`src/rtl/load_store_unit_pkg.sv`:
```
// Shared types and helpers for the load/store unit: FSM encoding and word-alignment test.
package load_store_unit_pkg;

    typedef enum logic [1:0] {
        LSU_IDLE = 2'd0,
        LSU_REQ  = 2'd1,
        LSU_DONE = 2'd2
    } lsu_state_e;

    localparam logic [1:0] WORD_ALIGN_MASK = 2'b11;

    function automatic logic is_word_aligned(input logic [1:0] addr_lsb);
        return (addr_lsb & WORD_ALIGN_MASK) == 2'b00;
    endfunction

endpackage

```
`src/rtl/bus_timeout_counter.sv`:
```
// Counts cycles spent waiting on the data-memory bus; expired flags the last allowed cycle.
module bus_timeout_counter #(
    parameter int unsigned TIMEOUT = 16
) (
    input  logic clk,
    input  logic reset,
    input  logic clear,
    input  logic enable,
    output logic expired
);

    localparam int unsigned CNT_W = $clog2(TIMEOUT);

    logic [CNT_W-1:0] cnt_q;
    logic [CNT_W-1:0] cnt_d;

    always_comb begin
        cnt_d = cnt_q;
        if (clear) begin
            cnt_d = '0;
        end else if (enable) begin
            cnt_d = cnt_q + CNT_W'(1);
        end
    end

    always_ff @(posedge clk) begin
        if (reset) begin
            cnt_q <= '0;
        end else begin
            cnt_q <= cnt_d;
        end
    end

    assign expired = (cnt_q == CNT_W'(TIMEOUT - 1));

endmodule

```
`src/rtl/load_store_unit.sv`:
```
// Memory stage: turns an ALU effective address into a req/ack data-bus access,
// stalls the core while it is in flight and returns load data with a done/err pulse.
module load_store_unit
    import load_store_unit_pkg::*;
#(
    parameter int unsigned ADDR_W  = 32,
    parameter int unsigned DATA_W  = 32,
    parameter int unsigned TIMEOUT = 16
) (
    input  logic              clk,
    input  logic              reset,
    input  logic              op_valid,
    input  logic              op_load,
    input  logic [ADDR_W-1:0] alu_addr,
    input  logic [DATA_W-1:0] st_data,
    output logic              stall,
    output logic              done,
    output logic              err,
    output logic [DATA_W-1:0] ld_data,
    output logic              mem_req,
    output logic              mem_we,
    output logic [ADDR_W-1:0] mem_addr,
    output logic [DATA_W-1:0] mem_wdata,
    input  logic              mem_ack,
    input  logic [DATA_W-1:0] mem_rdata
);

    lsu_state_e        state_q, state_d;
    logic              mem_req_q, mem_req_d;
    logic              mem_we_q, mem_we_d;
    logic [ADDR_W-1:0] mem_addr_q, mem_addr_d;
    logic [DATA_W-1:0] mem_wdata_q, mem_wdata_d;
    logic              done_q, done_d;
    logic              err_q, err_d;
    logic [DATA_W-1:0] ld_data_q, ld_data_d;
    logic              in_req;
    logic              expired;

    assign in_req = (state_q == LSU_REQ);

    bus_timeout_counter #(
        .TIMEOUT (TIMEOUT)
    ) u_timeout (
        .clk     (clk),
        .reset   (reset),
        .clear   (!in_req),
        .enable  (in_req),
        .expired (expired)
    );

    always_comb begin
        state_d     = state_q;
        mem_req_d   = mem_req_q;
        mem_we_d    = mem_we_q;
        mem_addr_d  = mem_addr_q;
        mem_wdata_d = mem_wdata_q;
        done_d      = 1'b0;
        err_d       = 1'b0;
        ld_data_d   = ld_data_q;
        stall       = 1'b0;

        case (state_q)
            LSU_IDLE: begin
                if (op_valid) begin
                    stall = 1'b1;
                    if (is_word_aligned(alu_addr[1:0])) begin
                        state_d     = LSU_REQ;
                        mem_req_d   = 1'b1;
                        mem_we_d    = ~op_load;
                        mem_addr_d  = alu_addr;
                        mem_wdata_d = st_data;
                    end else begin
                        state_d   = LSU_DONE;
                        done_d    = 1'b1;
                        err_d     = 1'b1;
                        ld_data_d = '0;
                    end
                end
            end
            LSU_REQ: begin
                stall = 1'b1;
                // An ack on the expiry cycle still completes the access cleanly.
                if (mem_ack) begin
                    state_d   = LSU_DONE;
                    mem_req_d = 1'b0;
                    done_d    = 1'b1;
                    ld_data_d = mem_we_q ? '0 : mem_rdata;
                end else if (expired) begin
                    state_d   = LSU_DONE;
                    mem_req_d = 1'b0;
                    done_d    = 1'b1;
                    err_d     = 1'b1;
                    ld_data_d = '0;
                end
            end
            LSU_DONE: begin
                state_d = LSU_IDLE;
            end
            default: begin
                state_d   = LSU_IDLE;
                mem_req_d = 1'b0;
            end
        endcase
    end

    always_ff @(posedge clk) begin
        if (reset) begin
            state_q     <= LSU_IDLE;
            mem_req_q   <= 1'b0;
            mem_we_q    <= 1'b0;
            mem_addr_q  <= '0;
            mem_wdata_q <= '0;
            done_q      <= 1'b0;
            err_q       <= 1'b0;
            ld_data_q   <= '0;
        end else begin
            state_q     <= state_d;
            mem_req_q   <= mem_req_d;
            mem_we_q    <= mem_we_d;
            mem_addr_q  <= mem_addr_d;
            mem_wdata_q <= mem_wdata_d;
            done_q      <= done_d;
            err_q       <= err_d;
            ld_data_q   <= ld_data_d;
        end
    end

    assign done      = done_q;
    assign err       = err_q;
    assign ld_data   = ld_data_q;
    assign mem_req   = mem_req_q;
    assign mem_we    = mem_we_q;
    assign mem_addr  = mem_addr_q;
    assign mem_wdata = mem_wdata_q;

endmodule
```
`config.mk`:
```
export PLATFORM = sky130hd
export DESIGN_NAME = load_store_unit
export DESIGN_NICKNAME = d
export VERILOG_FILES = /design/src/rtl/load_store_unit_pkg.sv /design/src/rtl/bus_timeout_counter.sv /design/src/rtl/load_store_unit.sv
export SDC_FILE = /design/constraint.sdc
export NUM_CORES = 1
export LEC_CHECK = 0
export ABC_AREA = 1
export CAP_MARGIN = 5
export CORE_UTILIZATION = 40
export CTS_CLUSTER_SIZE = 25
export DETAILED_ROUTE_END_ITERATION = 10
export PLACE_DENSITY = 0.79
export SLEW_MARGIN = 20
export SYNTH_ARGS = -nofsm -noshare
export SYNTH_HDL_FRONTEND = slang
export SYNTH_HIERARCHICAL = 1
export SYNTH_SLANG_ARGS = --single-unit
export TNS_END_PERCENT = 10
```
`constraint.sdc`:
```
create_clock -name clk -period 4.1 [get_ports clk]
set_input_delay 0.82 -clock clk [delete_from_list [all_inputs] [get_ports clk]]
set_output_delay 0.82 -clock clk [all_outputs]
set_load 0.1 [all_outputs]
```
# Yosys cells after proc, flatten, opt, wreduce, memory -nomap -nowiden
# Cells that the tools add are included.
[totals] out_inout_bits=101 n_memories=0 elab_cells=53 latch_bits=0 mem_bits_ro=0 input_bits=101 ram_bits=0 reg_bits=106
[classes] n_lt_le_gt_ge=0 eq_ne=7 n_mux=25 bitwise_logic=3 n_div=0 n_addsub=1 shift=0 mul=0 n_reduce_logical=8
[ops] op="$mux W32" n=5
[ops] op="$pmux W32 S2" n=1
[ops] op="$mux W1" n=10
[ops] op="$mux W2" n=4
[ops] op="$reduce_and A4 Y1" n=2
[ops] op="$ne A2 B2 Y1 const B" n=3
[ops] op="$pmux W1 S2" n=3
[ops] op="$add A4 B1 Y4 const B" n=1
[ops] op="$eq A4 B4 Y1 const B" n=1
[ops] op="$logic_not A2 Y1" n=2
[ops] op="$pmux W2 S2" n=1
[ops] op="$ne A3 B2 Y1 const B" n=1
[ops] op="$not A1 Y1" n=3
[ops] op="$pmux W1 S3" n=1
[ops] op="$reduce_and A3 Y1" n=1
[ops] op="$eq A2 B1 Y1 const B" n=1
[ops] op="$eq A2 B2 Y1 const B" n=1
[ops] op="$reduce_and A2 Y1" n=1
[ops] op="$reduce_bool A2 Y1" n=1
[ops] op="$reduce_or A2 Y1" n=1

# Depth between registers and ports, before layout
# Gate-level depths: netlist of run 1.
[logic_depth] ltp_word=4 mapped_depth=8 mapped_depth_nobuf=7

# Hierarchy
# The synthesis of run 1 kept the hierarchy.
[by_module_without_submodules] module="load_store_unit" area_per_inst_um2=4021.4 instances=1 cells_per_inst=518 seq_area_each_um2=2042.0
[by_module_without_submodules] module="bus_timeout_counter" area_per_inst_um2=172.7 instances=1 cells_per_inst=23 seq_area_each_um2=80.1

# Worst setup path after synthesis of run 1
# Ideal clock, no wire load.
[synth_path] kind="input to output" startpoint="input port op_valid" endpoint="output port stall" path_buffers=0 cell_stages=2 arrival_ps=2348 setup_slack_ps=932 path_cell_list="inv_1 > a21oi_1"
[synth_between] elab_chain_cells=2
[synth_rtl] element="start: declaration" line_no="load_store_unit.sv:12" text="input logic op_valid,"
[synth_rtl] element="$mux W1" line_no="load_store_unit.sv:64" text="if (op_valid) begin"
[synth_rtl] element="$pmux W1 S2" line_no="load_store_unit.sv:62" text="case (state_q)"
[synth_rtl] element="end: declaration" line_no="load_store_unit.sv:16" text="output logic stall,"
# No other way between the ends.

# Final worst setup path of run 1
# Ends and elaborated chain as after synthesis.

==> out/qor.yml, run 1 <==
status:
  outcome: "finished, final reports clean"
setup_path:
  startpoint_type: "input port"
  rr_worst_depth: 7
  worstPathMaxFanout: 3
  worstSetupPathType: "in -> out"
  worstPathRequired_ns: 3.28
  cp.arrival_ns: 1.90
  worst_setup_path_end_kind: "output pin"
global_routing:
  grt_pass1_vias: 3762
  grt_use_met1_pct: 24.2
  busiest_layer: "met2"
  met3_usage_pct: 6.45
  grt_usage_pct: 19.9
  grt_pass1_wl_um: 17700
  grt_max_degree: 98
  grtUsageMet2_pct: 32.5
  antenna_found_initial: 0
  grt-ovfl-total: 0
timing:
  clock.fmax_mhz: 367
  hold_ws_ns: 0.447
  period_share_pct: 66.5
  min_period_ns: 2.72
  worst_pin_slew_ns: 1.01
  final-setup-viol-count: 0
  rsz0062_at_grt: "false"
  finalHoldViolCount: 0
  slew_headroom_pct: 32.2
  slew_violations: 0
  tns_ns: 0
  clock_skew_ns: 0.0113
clocking:
  clk_path_buf_depth: 2
  numClockSinks: 106
  cts_max_level: 3
  cts_hold_buf: 0
  post_cts_resize_count: 0
  post_cts_buffers: 0
  cts_root_buf: "clkbuf_8"
  cts_tree: "yes"
  cts_inserted_buffers: 9
  clock_latency_ns: 0.36
  clk_pin_slew_ns: 0.09
yosys:
  synth_largest_area_cell: "dfxtp_1"
  async_reset_ff_share_pct: 0
  seq_area_frac_synth_pct: 50.6
  synth-main-ff-cell: "dfxtp_1"
  synth_most_common_cell: "dfxtp_1"
  synth_edf_count: 0
  synth_area_leaders: "dfxtp_1 (51%), inv_1 (9.1%), nor2_1 (8.8%)"
  yosysUniqueCellTypes: 24
  synthTopCellsByCount: "dfxtp_1 (106), inv_1 (102), nor2_1 (98)"
  synth.net_count: 643
  synth_warnings: 6
  yosys_register_bits: 106
  synth_top_area_share_pct: 50.6
  syn-cell-area_um2: 4190
  synthCells: 541
  avgSynthCellArea_um2: 7.75
cells_and_area:
  area_growth_pct: 52.2
  fin_util_pct: 62.4
  final_cell_area_um2: 6380
  n_fill_cell: 882
  drive_above_1_share_pct: 4.81
  final_nets: 824
  antennaDiodeCount: 0
detailed_routing:
  wl_per_cell_um: 12.5
  drc: 0
  viasPerCell: 4.58
  drt-initial-drc-count: 209
  vias: 3950
  firstDrtPassIters: 4
  final_antenna_net_count: 0
  routed_wl_um: 10800
place:
  dp_hpwl_um: 7540
  place_congestion: 0.787
  placed_area_um2: 6150
  placement.io_buffers: 201
power:
  p_int_mw: 1.72
  swShare_pct: 36.1
  pwr-share-comb_pct: 30.6
  clkPwrFrac_pct: 27.8
  power_frac_seq_pct: 41.6
  vdd_drop_max_uv: 222
  p_per_area_nw_per_um2: 423
  power.leakage_nw: 2.55
  power.total_mw: 2.70
  p_sw_mw: 0.975
job:
  max_cap_violations: 0
floorplan:
  initial_utilization_pct: 41.0
  core_um2: 10200
  die_w_um: 104
  rows: 37
  dieArea_um2: 10900
  io_pins: 202
  die_y_um: 104
min_path:
  hold_class: "reg -> reg"
  hold_depth: 2
-- sequential cells by signal, indices dropped and copies added (netlist names) --
signal / cells
u_timeout/cnt_q: 4
done: 1
mem_req: 1
state_q: 2
ld_data: 32
mem_addr: 32
mem_we: 1
err: 1
mem_wdata: 32
-- cell usage in the layout, fill, tap and decap left out, types with 2 or more instances in the layout --
master | Yosys | routed
nor2_2 | 9 | 9
nand3_1 | 4 | 4
nand3_4 | 1 | 2
bufinv_16 | 0 | 3
inv_2 | 2 | 2
clkbuf_8 | 0 | 9
nand2_1 | 11 | 11
clkinv_2 | 0 | 3
clkdlybuf4s50_1 | 0 | 200
o21ai_0 | 56 | 56
dfxtp_1 | 106 | 106
inv_1 | 102 | 102
o21ai_1 | 41 | 41
a21oi_1 | 70 | 70
buf_12 | 1 | 2
nor2_1 | 98 | 98
-- cells by family after synthesis --
family                   share of synthesized area, %
flip-flops                                       50.6
buffers and inverters                            15.9
AND/OR/NAND/NOR                                  13.1
adder cells (fa/ha/maj)                         0.298
AO/OA/AOI/OAI                                    20.1
-- through the flow --
stage,cells,worst slack (ns)
global route,863,1.32
global placement,847,1.36
CTS,863,1.36
finish,863,1.38
detailed placement,847,1.37
floorplan,541,0.932
-- layout make-up --
| cell class | instances | area [um^2] | share of cell area (%) |
|---|---|---|---|
| flip-flops and latches | 106 | 2120 | 33.2 |
| repair buffers | 203 | 2050 | 32.1 |
| multi-input cells | 297 | 1410 | 22.1 |
| inverters | 105 | 397 | 6.21 |
| well taps | 136 | 170 | 2.67 |
| clock buffers | 10 | 128 | 2.00 |
| clock inverters | 6 | 105 | 1.65 |
-- layer usage --
layer  up-vias  share of wire (%)
met3        15                9.3
met1      1735                 43
met5         -                  0
li1       2046                  -
met2       154                 46
met4         0                1.8
-- power groups by stage --
| stage | combinational, mW | clock [mW] | sequential (mW) |
|---|---|---|---|
| 3_3_place_gp | 0.820 | 0 | 1.14 |
| 4_1_cts | 0.830 | 0.770 | 1.12 |
| 3_5_place_dp | 0.827 | 0 | 1.15 |
| 2_1_floorplan | 0.157 | 0 | 1.58 |
| 6_report | 0.826 | 0.750 | 1.12 |
| 5_1_grt | 0.867 | 0.807 | 1.13 |
-- worst max-delay path: stages --
cell and delay [ns]:
clkdlybuf4s50_1 0.53, inv_1 0.08, a21oi_1 0.16, buf_4 0.32
-- worst paths after layout --
kind	end	slack [ns]	startpoint
max	stall	1.38	op_valid
min	mem_wdata[30]	0.45	mem_wdata[30]
max reg2reg	ld_data[21]	2.25	u_timeout/cnt_q[0]
min reg2reg	mem_wdata[30]	0.45	mem_wdata[30]
(Power assumes the default switching activity.)
==> run 2, diff against run 1 <==
--- a/config.mk
+++ b/config.mk
@@ -7,10 +7,10 @@
 export LEC_CHECK = 0
 export ABC_AREA = 1
 export CAP_MARGIN = 5
-export CORE_UTILIZATION = 40
+export CORE_UTILIZATION = 37
 export CTS_CLUSTER_SIZE = 25
 export DETAILED_ROUTE_END_ITERATION = 10
-export PLACE_DENSITY = 0.79
+export PLACE_DENSITY = 0.77
 export SLEW_MARGIN = 20
 export SYNTH_ARGS = -nofsm -noshare
 export SYNTH_HDL_FRONTEND = slang
==> constraint.sdc (replaced) <==
create_clock -name clk -period 2.48 [get_ports clk]
set_input_delay 0.496 -clock clk [delete_from_list [all_inputs] [get_ports clk]]
set_output_delay 0.496 -clock clk [all_outputs]
set_load 0.1 [all_outputs]
==> out/qor.yml, run 2 (synthesis gave the netlist of run 1 again) <==
status:
  outcome: "finished, final reports clean"
clocking:
  numClockSinks: 106
  cts_root_buf: "clkbuf_16"
  cts_inserted_buffers: 9
  cts_max_level: 3
  clk_pin_slew_ns: 0.06
  post_cts_resize_count: 0
  post_cts_buffers: 0
  cts_hold_buf: 0
  clk_path_buf_depth: 2
  clock_latency_ns: 0.33
  cts_tree: "yes"
floorplan:
  core_um2: 10900
  io_pins: 202
  rows: 38
  die_y_um: 108
  die_w_um: 108
  initial_utilization_pct: 38.4
  dieArea_um2: 11800
timing:
  final-setup-viol-count: 0
  slew_headroom_pct: 68.3
  clock_skew_ns: 0.00544
  hold_ws_ns: 0.445
  min_period_ns: 2.03
  clock.fmax_mhz: 492
  finalHoldViolCount: 0
  tns_ns: 0
  period_share_pct: 81.9
  worst_pin_slew_ns: 0.476
  rsz0062_at_grt: "false"
  slew_violations: 0
cells_and_area:
  n_fill_cell: 977
  instances_no_fill: 868
  final_cell_mix: "dfxtp_1 (106), inv_1 (102), buf_4 (101), clkdlybuf4s50_1 (100), nor2_1 (98)"
  drive_above_1_share_pct: 18.8
  final_common_cell: "dfxtp_1"
  fin_util_pct: 57.1
  area_growth_pct: 49.0
  final_nets: 825
  antennaDiodeCount: 0
detailed_routing:
  routed_wl_um: 10700
  final_antenna_net_count: 0
  vias: 3942
  drt-initial-drc-count: 194
  drc: 0
  wl_per_cell_um: 12.3
  firstDrtPassIters: 4
  viasPerCell: 4.54
place:
  dp_cells: 852
  placement.io_buffers: 201
  place_congestion: 0.755
  dp_hpwl_um: 7430
global_routing:
  grt_usage_pct: 17.7
  grt_pass1_vias: 3713
  grt_pass1_wl_um: 16600
  grtUsageMet2_pct: 31.0
  antenna_found_initial: 0
  grt-ovfl-total: 0
  met3_usage_pct: 4.76
  grt_max_degree: 127
  busiest_layer: "met2"
  grt_use_met1_pct: 20.2
setup_path:
  worstSetupPathType: "in -> out"
  worstPathRequired_ns: 1.98
  cp.arrival_ns: 1.53
  startpoint_type: "input port"
  worst_setup_path_end_kind: "output pin"
  worstPathMaxFanout: 3
min_path:
  hold_class: "reg -> reg"
job:
  max_cap_violations: 0
power:
  vdd_drop_max_uv: 428
  p_per_area_nw_per_um2: 745
  power.leakage_nw: 2.78
==> run 2: changes by cell type in the layout (fill, tap and decap cells not counted), moves of 2 or more <==
cell             delta
buf_4             +100
bufinv_16           -2
clkbuf_16           +9
clkbuf_8            -6
clkdlybuf4s50_1   -100
clkinv_2            -3
==> run 2: worst max-delay path, cell delays in order <==
cell and delay (ns):
clkdlybuf4s50_1 0.55, inv_1 0.11, a21oi_2 0.19, buf_12 0.19
==> run 2: worst paths after layout <==
check,from,end,slack (ns),cells past startpoint
setup reg to reg,u_timeout/cnt_q[0],ld_data[9],0.80,7
hold reg to reg,mem_addr[10],mem_addr[10],0.44,2
setup / recovery,op_valid,stall,0.45,4
hold / removal,mem_addr[10],mem_addr[10],0.44,2
==> run 2: area by class of cell <==
| class | instances | area, um^2 | area share (%) |
|---|---|---|---|
| clock buffers | 13 | 270 | 4.33 |
| clock inverters | 3 | 46.3 | 0.741 |
| inverters | 105 | 397 | 6.35 |
| multi-input cells | 297 | 1420 | 22.7 |
| flip-flops and latches | 106 | 2120 | 34.0 |
| well taps | 140 | 175 | 2.80 |
| repair buffers | 204 | 1820 | 29.1 |
==> run 2: layer usage <==
| layer | part of all wire [%] | up-vias |
|---|---|---|
| li1 | - | 2047 |
| met1 | 44 | 1742 |
| met2 | 46 | 141 |
| met3 | 8.9 | 12 |
| met4 | 1.3 | 0 |
| met5 | 0 | - |
==> run 2: where the power goes <==
| group | leakage, nW | internal (mW) | switching, mW |
|---|---|---|---|
| Combinational | 1.76 | 0.351 | 0.983 |
| Clock | 0.152 | 0.868 | 0.591 |
| Sequential | 0.867 | 1.81 | 0.0560 |
| Total | 2.78 | 3.02 | 1.63 |
==> run 2: stage by stage <==
stage	setup WS, ns	power [mW]	cell area, um^2
floorplan	0.581	2.88	4200
global placement	0.467	3.22	5930
detailed placement	0.375	3.24	5930
CTS	0.441	4.71	6250
global route	0.413	4.85	6250
finish	0.449	4.66	6250
